[src/rtl/sos_pkg.sv]
`default_nettype none
// +----------------------------------------------------------------------------+
// | Package     : sos_pkg                                                      |
// | Description : Shared constants, FSM state type and width helper for the    |
// |               time-multiplexed cascade SOS IIR scheduler.                  |
// | Revision    : 1.0 - initial release                                        |
// +----------------------------------------------------------------------------+
package sos_pkg;

   // MAC cycles per biquad: b0, b1, b2, a1, a2
   localparam int N_TAP = 5;

   typedef enum logic [1:0] {
      IDLE = 2'd0,
      RUN  = 2'd1,
      DONE = 2'd2
   } sos_ctrl_state_e;

   // Index width for n items, never narrower than one bit
   function automatic int sos_clog2_min1(input int n);
      return (n > 1) ? $clog2(n) : 1;
   endfunction

endpackage
`default_nettype wire

[src/rtl/sos_mod_cnt.sv]
`default_nettype none
// +----------------------------------------------------------------------------+
// | Module      : sos_mod_cnt                                                  |
// | Description : Modulo-MOD up-counter with synchronous clear (priority) and  |
// |               a wrap strobe asserted on the enabled terminal-count cycle.  |
// | Revision    : 1.0 - initial release                                        |
// +----------------------------------------------------------------------------+
module sos_mod_cnt #(
   parameter int WD  = 3,
   parameter int MOD = 5
) (
   input  logic          clk_i,
   input  logic          rst_ni,
   input  logic          en_i,
   input  logic          clr_i,
   output logic [WD-1:0] cnt_o,
   output logic          wrap_o
);

   logic [WD-1:0] cnt_q;
   logic [WD-1:0] cnt_d;
   logic          at_top;

   assign at_top = (cnt_q == WD'(MOD - 1));
   assign wrap_o = en_i & at_top;
   assign cnt_o  = cnt_q;

   // Next count: clear wins, otherwise step and fold back to zero at MOD-1
   always_comb begin
      cnt_d = cnt_q;
      if (clr_i) begin
         cnt_d = '0;
      end else if (en_i) begin
         cnt_d = at_top ? '0 : cnt_q + 1'b1;
      end
   end

   // Count register
   always_ff @(posedge clk_i or negedge rst_ni) begin
      if (!rst_ni) begin
         cnt_q <= '0;
      end else begin
         cnt_q <= cnt_d;
      end
   end

endmodule
`default_nettype wire

[src/rtl/sos_cascade_ctrl.sv]
`default_nettype none
// +----------------------------------------------------------------------------+
// | Module      : sos_cascade_ctrl                                             |
// | Description : Scheduler for a shared-MAC cascade of N_SEC biquads. Takes   |
// |               one sample, walks section x tap driving coefficient address, |
// |               MAC load/accumulate and delay-register enables, then holds   |
// |               the result valid until accepted. Counts samples dropped      |
// |               while busy (saturating).                                     |
// | Revision    : 1.0 - initial release                                        |
// +----------------------------------------------------------------------------+
module sos_cascade_ctrl
   import sos_pkg::*;
#(
   parameter  int N_SEC  = 4,
   parameter  int DROP_W = 16,
   localparam int SEC_W  = sos_clog2_min1(N_SEC),
   localparam int ADDR_W = sos_clog2_min1(N_SEC * N_TAP)
) (
   input  logic              clk_i,
   input  logic              rst_ni,
   input  logic              clear_i,
   input  logic              in_valid_i,
   output logic              in_ready_o,
   output logic              sample_ld_o,
   output logic [SEC_W-1:0]  sec_idx_o,
   output logic [2:0]        tap_idx_o,
   output logic [ADDR_W-1:0] coef_addr_o,
   output logic              mac_en_o,
   output logic              mac_clr_o,
   output logic              state_we_o,
   output logic              state_clr_o,
   output logic              out_valid_o,
   input  logic              out_ready_i,
   output logic              busy_o,
   output logic [DROP_W-1:0] drop_cnt_o
);

   sos_ctrl_state_e   state_q, state_d;
   logic              out_valid_q, out_valid_d;
   logic              state_clr_q;
   logic [DROP_W-1:0] drop_cnt_q, drop_cnt_d;

   logic              run;
   logic              tap_wrap;
   logic              last_step;
   logic [2:0]        tap_cnt;
   logic [SEC_W-1:0]  sec_cnt;

   assign run         = (state_q == RUN);
   // clear_i masks acceptance so a flush can never race a new sample
   assign in_ready_o  = (state_q == IDLE) & ~clear_i;
   assign sample_ld_o = in_valid_i & in_ready_o;

   // Tap counter advances every RUN cycle; its wrap steps the section counter
   sos_mod_cnt #(
      .WD  (3),
      .MOD (N_TAP)
   ) u_tap_cnt (
      .clk_i  (clk_i),
      .rst_ni (rst_ni),
      .en_i   (run),
      .clr_i  (clear_i),
      .cnt_o  (tap_cnt),
      .wrap_o (tap_wrap)
   );

   // Section wrap coincides with the final tap of the final section, which
   // also returns both counters to zero for the next sample
   sos_mod_cnt #(
      .WD  (SEC_W),
      .MOD (N_SEC)
   ) u_sec_cnt (
      .clk_i  (clk_i),
      .rst_ni (rst_ni),
      .en_i   (tap_wrap),
      .clr_i  (clear_i),
      .cnt_o  (sec_cnt),
      .wrap_o (last_step)
   );

   // Next-state, result-valid and drop-counter logic
   always_comb begin
      state_d     = state_q;
      out_valid_d = out_valid_q;
      drop_cnt_d  = drop_cnt_q;
      if (clear_i) begin
         state_d     = IDLE;
         out_valid_d = 1'b0;
         drop_cnt_d  = '0;
      end else begin
         case (state_q)
            IDLE: begin
               if (sample_ld_o) state_d = RUN;
            end
            RUN: begin
               if (last_step) begin
                  state_d     = DONE;
                  out_valid_d = 1'b1;
               end
            end
            DONE: begin
               if (out_valid_q && out_ready_i) begin
                  state_d     = IDLE;
                  out_valid_d = 1'b0;
               end
            end
            default: begin
               state_d     = IDLE;
               out_valid_d = 1'b0;
            end
         endcase
         if (in_valid_i && !in_ready_o && (drop_cnt_q != '1)) begin
            drop_cnt_d = drop_cnt_q + 1'b1;
         end
      end
   end

   // FSM, registered result-valid, flush pulse and drop counter
   always_ff @(posedge clk_i or negedge rst_ni) begin
      if (!rst_ni) begin
         state_q     <= IDLE;
         out_valid_q <= 1'b0;
         state_clr_q <= 1'b0;
         drop_cnt_q  <= '0;
      end else begin
         state_q     <= state_d;
         out_valid_q <= out_valid_d;
         state_clr_q <= clear_i;
         drop_cnt_q  <= drop_cnt_d;
      end
   end

   assign sec_idx_o   = sec_cnt;
   assign tap_idx_o   = tap_cnt;
   // Constant multiply keeps the address path free of any divider
   assign coef_addr_o = ADDR_W'(sec_cnt * N_TAP) + ADDR_W'(tap_cnt);
   assign mac_en_o    = run;
   assign mac_clr_o   = run & (tap_cnt == 3'd0);
   assign state_we_o  = run & (tap_cnt == 3'(N_TAP - 1));
   assign state_clr_o = state_clr_q;
   assign out_valid_o = out_valid_q;
   assign busy_o      = (state_q != IDLE);
   assign drop_cnt_o  = drop_cnt_q;

endmodule
`default_nettype wire

[config.mk]
export PLATFORM = sky130hd
export DESIGN_NAME = sos_cascade_ctrl
export DESIGN_NICKNAME = d
export VERILOG_FILES = /design/src/rtl/sos_pkg.sv /design/src/rtl/sos_mod_cnt.sv /design/src/rtl/sos_cascade_ctrl.sv
export SDC_FILE = /design/constraint.sdc
export NUM_CORES = 1
export LEC_CHECK = 0
export ABC_AREA = 1
export CAP_MARGIN = 0
export CORE_AREA = 5 5 64 81
export CTS_BUF_LIST = sky130_fd_sc_hd__clkbuf_8 sky130_fd_sc_hd__clkbuf_16
export DETAILED_ROUTE_END_ITERATION = 10
export DIE_AREA = 0 0 69 86
export GPL_ROUTABILITY_DRIVEN = 0
export HOLD_SLACK_MARGIN = 0.02
export PLACE_DENSITY = 0.66
export REMOVE_ABC_BUFFERS = 1
export SYNTH_ARGS = -nofsm -noshare
export SYNTH_HDL_FRONTEND = slang
export SYNTH_SLANG_ARGS = --single-unit
[constraint.sdc]
create_clock -name clk_i -period 3.7 [get_ports clk_i]
set_input_delay 0.74 -clock clk_i [delete_from_list [all_inputs] [get_ports clk_i]]
set_output_delay 0.74 -clock clk_i [all_outputs]
set_load 0.02 [all_outputs]
[Word level (Yosys, flattened, before mapping)]
Index checks and enable logic that the tools add are counted.
Cells by class
  reduce and logical (&&, ||, !) cells: 12
  add/sub/neg operators: 4
  bitwise gates (word level): 6
  eq/ne operators: 9
  muxes and demuxes: 17
  multipliers: 1
Operator list (count)
  two-way mux 16 bit: 2
  adder 16 x 1 -> 16 bit, second input constant: 1
  inequality test 16 bit, second input constant: 1
  two-way mux 2 bit: 7
  two-way mux 3 bit: 3
  nonzero test 2 bit: 4
  inequality test 3 bit, second input constant: 2
  case mux 2 bit (3 select lines): 1
  AND reduction 3 bit: 2
  adder 5 x 3 -> 5 bit: 1
  bitwise AND 1 bit: 5
  multiplier 2 x 3 -> 5 bit, second input constant: 1
  equality test 2 bit, second input constant: 2
  adder 3 x 1 -> 3 bit, second input constant: 1
  equality test 3 bit, second input constant: 1
  logical AND 1 bit: 3
  zero test 3 bit: 1
  two-way mux 1 bit: 3
  inequality test 3 x 2 -> 1 bit, second input constant: 1
  case mux 1 bit (3 select lines): 1
  adder 2 x 1 -> 2 bit, second input constant: 1
  equality test 2 x 1 -> 1 bit, second input constant: 1
  zero test 2 bit: 1
  inequality test 2 bit, second input constant: 1
  2 further kinds: 2
Word-level totals
  input bits: 5
  bits in registers: 25
  logic and storage cells: 55

[Depth between registers and ports, before layout]
  depth in word-level cells: 7
  mapped depth: 9
  depth with buffers taken out: 8

[By module]
Synthesis repeated with hierarchy kept, for this count alone.
Second synthesis, totals
  cell total of the unflattened synthesis: 226
  area, all modules: 1716.6 um^2
By module, submodules not included
  sos_cascade_ctrl: times used 1, sequential area each 500.5 um^2, area an instance 1422.6 um^2, cells each 189
  sos_mod_cnt (u_tap_cnt): times used 1, sequential area each 75.1 um^2, area an instance 185.2 um^2, cells each 23
  sos_mod_cnt (u_sec_cnt): times used 1, sequential area each 50.0 um^2, area an instance 108.9 um^2, cells each 14

[Worst setup path after synthesis]
No wires, ideal clock.
  kind: register to output
  start point: reg u_sec_cnt.cnt_q[1] (netlist: u_sec_cnt.cnt_o[1])
  end point: out coef_addr_o[3]
  cell stages (with the launch flop): 6
  slack: 1.219 ns
  arrival: 1.741 ns
  cells stage by stage: dfrtp_1 ha_1 ha_1 inv_1 fa_1 xnor2_1
On the way
  longest elaborated chain between the ends: 2
Ends and longest elaborated chain
  start: declaration: RTL line sos_mod_cnt.sv:20  | logic [WD-1:0] cnt_q;
  start signal: assignment: RTL line sos_mod_cnt.sv:43  | cnt_q <= cnt_d;
  multiplier 2 x 3 -> 5 bit: RTL line sos_cascade_ctrl.sv:136  | assign coef_addr_o = ADDR_W'(sec_cnt * N_TAP) + ADDR_W'(tap_cnt);
  adder 5 x 3 -> 5 bit: RTL line sos_cascade_ctrl.sv:136
  end: declaration: RTL line sos_cascade_ctrl.sv:27  | output logic [ADDR_W-1:0] coef_addr_o,
Every way passes these cells.

[Worst setup path after layout]
Ends and elaborated chain as after synthesis.

==> impl_metrics.prom <==
# TYPE chip_impl_metric gauge
chip_impl_metric{name="timing.setup.tns",unit="ns"} 0
chip_impl_metric{name="fill_cells",unit=""} 455
chip_impl_metric{name="area_growth",unit="%"} 29.70
chip_impl_metric{name="power.total",unit="uW"} 645.4
chip_impl_metric{name="avgViaCountPerCell",unit=""} 4.942
chip_impl_metric{name="layout_min_cycle_time",unit="ns"} 3.151
chip_impl_info{name="synth.most_common_cell",value="sky130_fd_sc_hd__nand2_1"} 1
chip_impl_metric{name="worst_pin_slew",unit="ns"} 0.7789
chip_impl_info{name="netlist_top_cells_area",value="sky130_fd_sc_hd__dfrtp_1, sky130_fd_sc_hd__nand2_1, sky130_fd_sc_hd__nand3_1"} 1
chip_impl_metric{name="postSynth.asyncResetShare",unit="%"} 100.0
chip_impl_metric{name="cts.hold.buffers_added",unit=""} 0
chip_impl_metric{name="synth_largest_type_area_fraction",unit="%"} 38.37
chip_impl_metric{name="dpl_worst_slack",unit="ns"} 0.7035
chip_impl_metric{name="buffer_depth_of_the_longest_clock_path",unit=""} 2
chip_impl_metric{name="drive_above_1_share",unit="%"} 6.299
chip_impl_metric{name="ctsHtreeMaxLevel",unit=""} 1
chip_impl_metric{name="wl_per_cell",unit="um"} 13.10
chip_impl_metric{name="clock-sinks",unit=""} 25
chip_impl_info{name="yosys.area.top_type",value="sky130_fd_sc_hd__dfrtp_1"} 1
chip_impl_metric{name="post-route-drc-count",unit=""} 0
chip_impl_metric{name="post_synth.cell_area_avg",unit="um^2"} 7.583
chip_impl_info{name="worstSetupEndpointType",value="primary output"} 1
chip_impl_metric{name="final_cell_area",unit="mm^2"} 0.002115
chip_impl_metric{name="ys_seq_area_share",unit="%"} 38.37
chip_impl_metric{name="clock-skew-final",unit="ns"} 0.002185
chip_impl_metric{name="finalCritPeriodShare",unit="%"} 85.15
chip_impl_info{name="critical_path.startpoint",value="u_sec_cnt.cnt_o[1]"} 1
chip_impl_metric{name="fp.dieArea",unit="mm^2"} 0.005934
chip_impl_metric{name="clk_transition_reported_paths",unit="ns"} 0.09
chip_impl_metric{name="grt_use_total",unit="%"} 14.76
chip_impl_info{name="clock_tree.root_cell",value="sky130_fd_sc_hd__clkbuf_8"} 1
chip_impl_metric{name="postSynthRegisterBits",unit=""} 25
chip_impl_metric{name="fin_hold_ws",unit="ns"} 0.5540
chip_impl_metric{name="critPathArrivalTime",unit="ns"} 2.41
chip_impl_info{name="result_of_the_run",value="finished clean"} 1
chip_impl_info{name="busiest_layer",value="met2"} 1
chip_impl_metric{name="synth.lib_cells_used.distinct",unit=""} 23
chip_impl_metric{name="drt-initial-drc-count",unit=""} 82
chip_impl_metric{name="place_hpwl",unit="mm"} 3.058
chip_impl_info{name="cp-start-kind",value="flop"} 1
chip_impl_metric{name="layout_utilization",unit="%"} 48.90
chip_impl_metric{name="rows",unit=""} 27
chip_impl_metric{name="max-slew-margin-rel",unit="%"} 47.88
chip_impl_metric{name="finalWirelength",unit="mm"} 4.088
chip_impl_info{name="crit_reg_reg_startpoint",value="drop_cnt_o[0]"} 1
chip_impl_metric{name="first_pass_grt_wire_length",unit="mm"} 7.265
chip_impl_metric{name="use_met3",unit="%"} 2.227
chip_impl_info{name="worstHoldPathType",value="reg -> reg"} 1
chip_impl_metric{name="num_io_pins",unit=""} 39
chip_impl_metric{name="first_global_vias",unit=""} 1564
chip_impl_info{name="dominantRegCellSynth",value="sky130_fd_sc_hd__dfrtp_1"} 1
chip_impl_metric{name="critPathRequiredTime",unit="ns"} 2.96
chip_impl_metric{name="drt_first_pass_iters",unit=""} 4
chip_impl_metric{name="layout.cells.non_filler",unit=""} 312
chip_impl_metric{name="p_per_area",unit="mW/mm^2"} 305.2
chip_impl_metric{name="chipWidth",unit="um"} 69
chip_impl_metric{name="ys_warn_count",unit=""} 0
chip_impl_metric{name="timing.final.setup_violations",unit=""} 0
chip_impl_metric{name="synthesis.instances",unit=""} 215
chip_impl_metric{name="final_antenna_net_count",unit=""} 0
chip_impl_metric{name="initial_utilization",unit="%"} 37.70
chip_impl_metric{name="synth_enable_flop_cells",unit=""} 0
chip_impl_metric{name="sum_of_overflow_across_all_layers_after_global_routing",unit=""} 0
chip_impl_metric{name="use_met2",unit="%"} 26.82
chip_impl_metric{name="final_critical_path_setup_slack",unit="ns"} 0.5495
chip_impl_info{name="crit_type",value="reg -> out"} 1
chip_impl_metric{name="number_of_i_o_port_buffers",unit=""} 38
chip_impl_metric{name="finish.net_count",unit=""} 271
chip_impl_metric{name="grt_start_max_net_pins",unit=""} 33
chip_impl_metric{name="tritoncts_buffer_count",unit=""} 3
chip_impl_metric{name="worst-path-max-fanout",unit=""} 5
chip_impl_metric{name="route.vias.total",unit=""} 1542
chip_impl_metric{name="coreArea",unit="mm^2"} 0.004324
chip_impl_metric{name="finalMaxSlewViolations",unit=""} 0
chip_impl_metric{name="cts_resized",unit=""} 0
chip_impl_metric{name="synth_area",unit="mm^2"} 0.001630
chip_impl_metric{name="max_cap_viol_count",unit=""} 0
chip_impl_metric{name="r2r_setup_slack",unit="ns"} 1.71
chip_impl_metric{name="static-leakage-power",unit="nW"} 0.9541
chip_impl_info{name="holdCritStartpoint",value="out_valid_o"} 1
chip_impl_info{name="grt_setup_unrepaired",value="no"} 1
chip_impl_metric{name="die_h",unit="um"} 86
chip_impl_metric{name="groute.layer.met1.usage",unit="%"} 17.59
chip_impl_metric{name="initial_antenna_violation_count",unit=""} 0
chip_impl_metric{name="cts_setup_buffers",unit=""} 0
chip_impl_metric{name="vdd_drop_max",unit="V"} 0.0001467
chip_impl_metric{name="post-place-cells",unit=""} 308
chip_impl_info{name="synthTopCellsByCount",value="sky130_fd_sc_hd__nand2_1, sky130_fd_sc_hd__nand3_1, sky130_fd_sc_hd__dfrtp_1"} 1
chip_impl_metric{name="worst_skew_pair_later_pin_latency",unit="ns"} 0.27
chip_impl_metric{name="dpl_cell_area",unit="mm^2"} 0.002068
chip_impl_metric{name="report.final.hold_viol_count",unit=""} 0
chip_impl_metric{name="fmaxAchievable",unit="MHz"} 317.4
chip_impl_metric{name="diodes",unit=""} 0
chip_impl_info{name="tritoncts_clock_tree",value="yes"} 1
## worst paths after layout
path,cells after the start,to
min in group asynchronous,2,drop_cnt_o[14]
min,2,out_valid_o
min reg2reg,2,out_valid_o
max reg2reg,8,drop_cnt_o[3]
max in group asynchronous,2,drop_cnt_o[1]
max,6,coef_addr_o[3]
## routing by layer
metal | routed length (um) | vias up
li1 | - | 788
met1 | 1817 | 712
met2 | 2048 | 38
met3 | 173 | 4
met4 | 48 | 0
met5 | 0 | -
## layout by cell type (no fill, tap or decap)
cell / instances
sky130_fd_sc_hd__o21bai_1: 1
sky130_fd_sc_hd__buf_4: 2
sky130_fd_sc_hd__ha_1: 10
sky130_fd_sc_hd__o21ai_0: 9
sky130_fd_sc_hd__clkdlybuf4s50_1: 38
sky130_fd_sc_hd__xor2_1: 4
sky130_fd_sc_hd__nand3_1: 34
sky130_fd_sc_hd__dfrtp_1: 25
sky130_fd_sc_hd__or2_2: 1
sky130_fd_sc_hd__xnor2_1: 2
sky130_fd_sc_hd__nor2_2: 2
sky130_fd_sc_hd__nand4_1: 14
sky130_fd_sc_hd__fa_1: 1
sky130_fd_sc_hd__o21ai_1: 1
sky130_fd_sc_hd__a21oi_1: 6
sky130_fd_sc_hd__nor2_4: 2
sky130_fd_sc_hd__nand2_2: 3
sky130_fd_sc_hd__clkinv_2: 1
sky130_fd_sc_hd__o21bai_4: 1
sky130_fd_sc_hd__clkbuf_8: 3
sky130_fd_sc_hd__inv_1: 21
sky130_fd_sc_hd__nand2_1: 52
sky130_fd_sc_hd__inv_2: 1
sky130_fd_sc_hd__nor2_1: 20
## power by group
part	internal, mW	switching, mW	total, mW	leakage (nW)
logic	0.0722	0.109	0.181	0.586
registers	0.288	0.0127	0.300	0.343
clock network	0.0754	0.0888	0.164	0.0255
total	0.435	0.210	0.645	0.954
## state kept, by name (all words and copies together) (netlist names)
register,cells
state_clr_o,1
drop_cnt_o,16
u_tap_cnt.cnt_o,3
out_valid_o,1
u_sec_cnt.cnt_o,2
state_q,2
## area by class of cell
cell class,count,area [um^2],area share (%)
clock buffer,3,41.29,1.953
clock inverter,1,5.005,0.2367
inverter,22,82.58,3.905
multi-input combinational,163,892.1,42.19
sequential,25,625.6,29.59
tap,58,72.57,3.432
timing repair buffer,40,395.4,18.70
## cell families (layout without fill, tap and decap cells)
group / count (synthesis) / after routing / synth area share, %
fa+ha+maj: 11 / 11 / 8.903
simple gates: 128 / 128 / 36.07
compound gates: 18 / 18 / 6.523
flops: 25 / 25 / 38.37
buf+inv: 27 / 66 / 6.907
xor+xnor: 6 / 6 / 3.223
## critical path: stages, from the launching register on
cell,delay [ns]
sky130_fd_sc_hd__dfrtp_1,0.44
sky130_fd_sc_hd__ha_1,0.32
sky130_fd_sc_hd__ha_1,0.17
sky130_fd_sc_hd__inv_1,0.06
sky130_fd_sc_hd__fa_1,0.38
sky130_fd_sc_hd__xnor2_1,0.15
sky130_fd_sc_hd__clkdlybuf4s50_1,0.62
No activity file was read; power rests on OpenSTA's default activity.
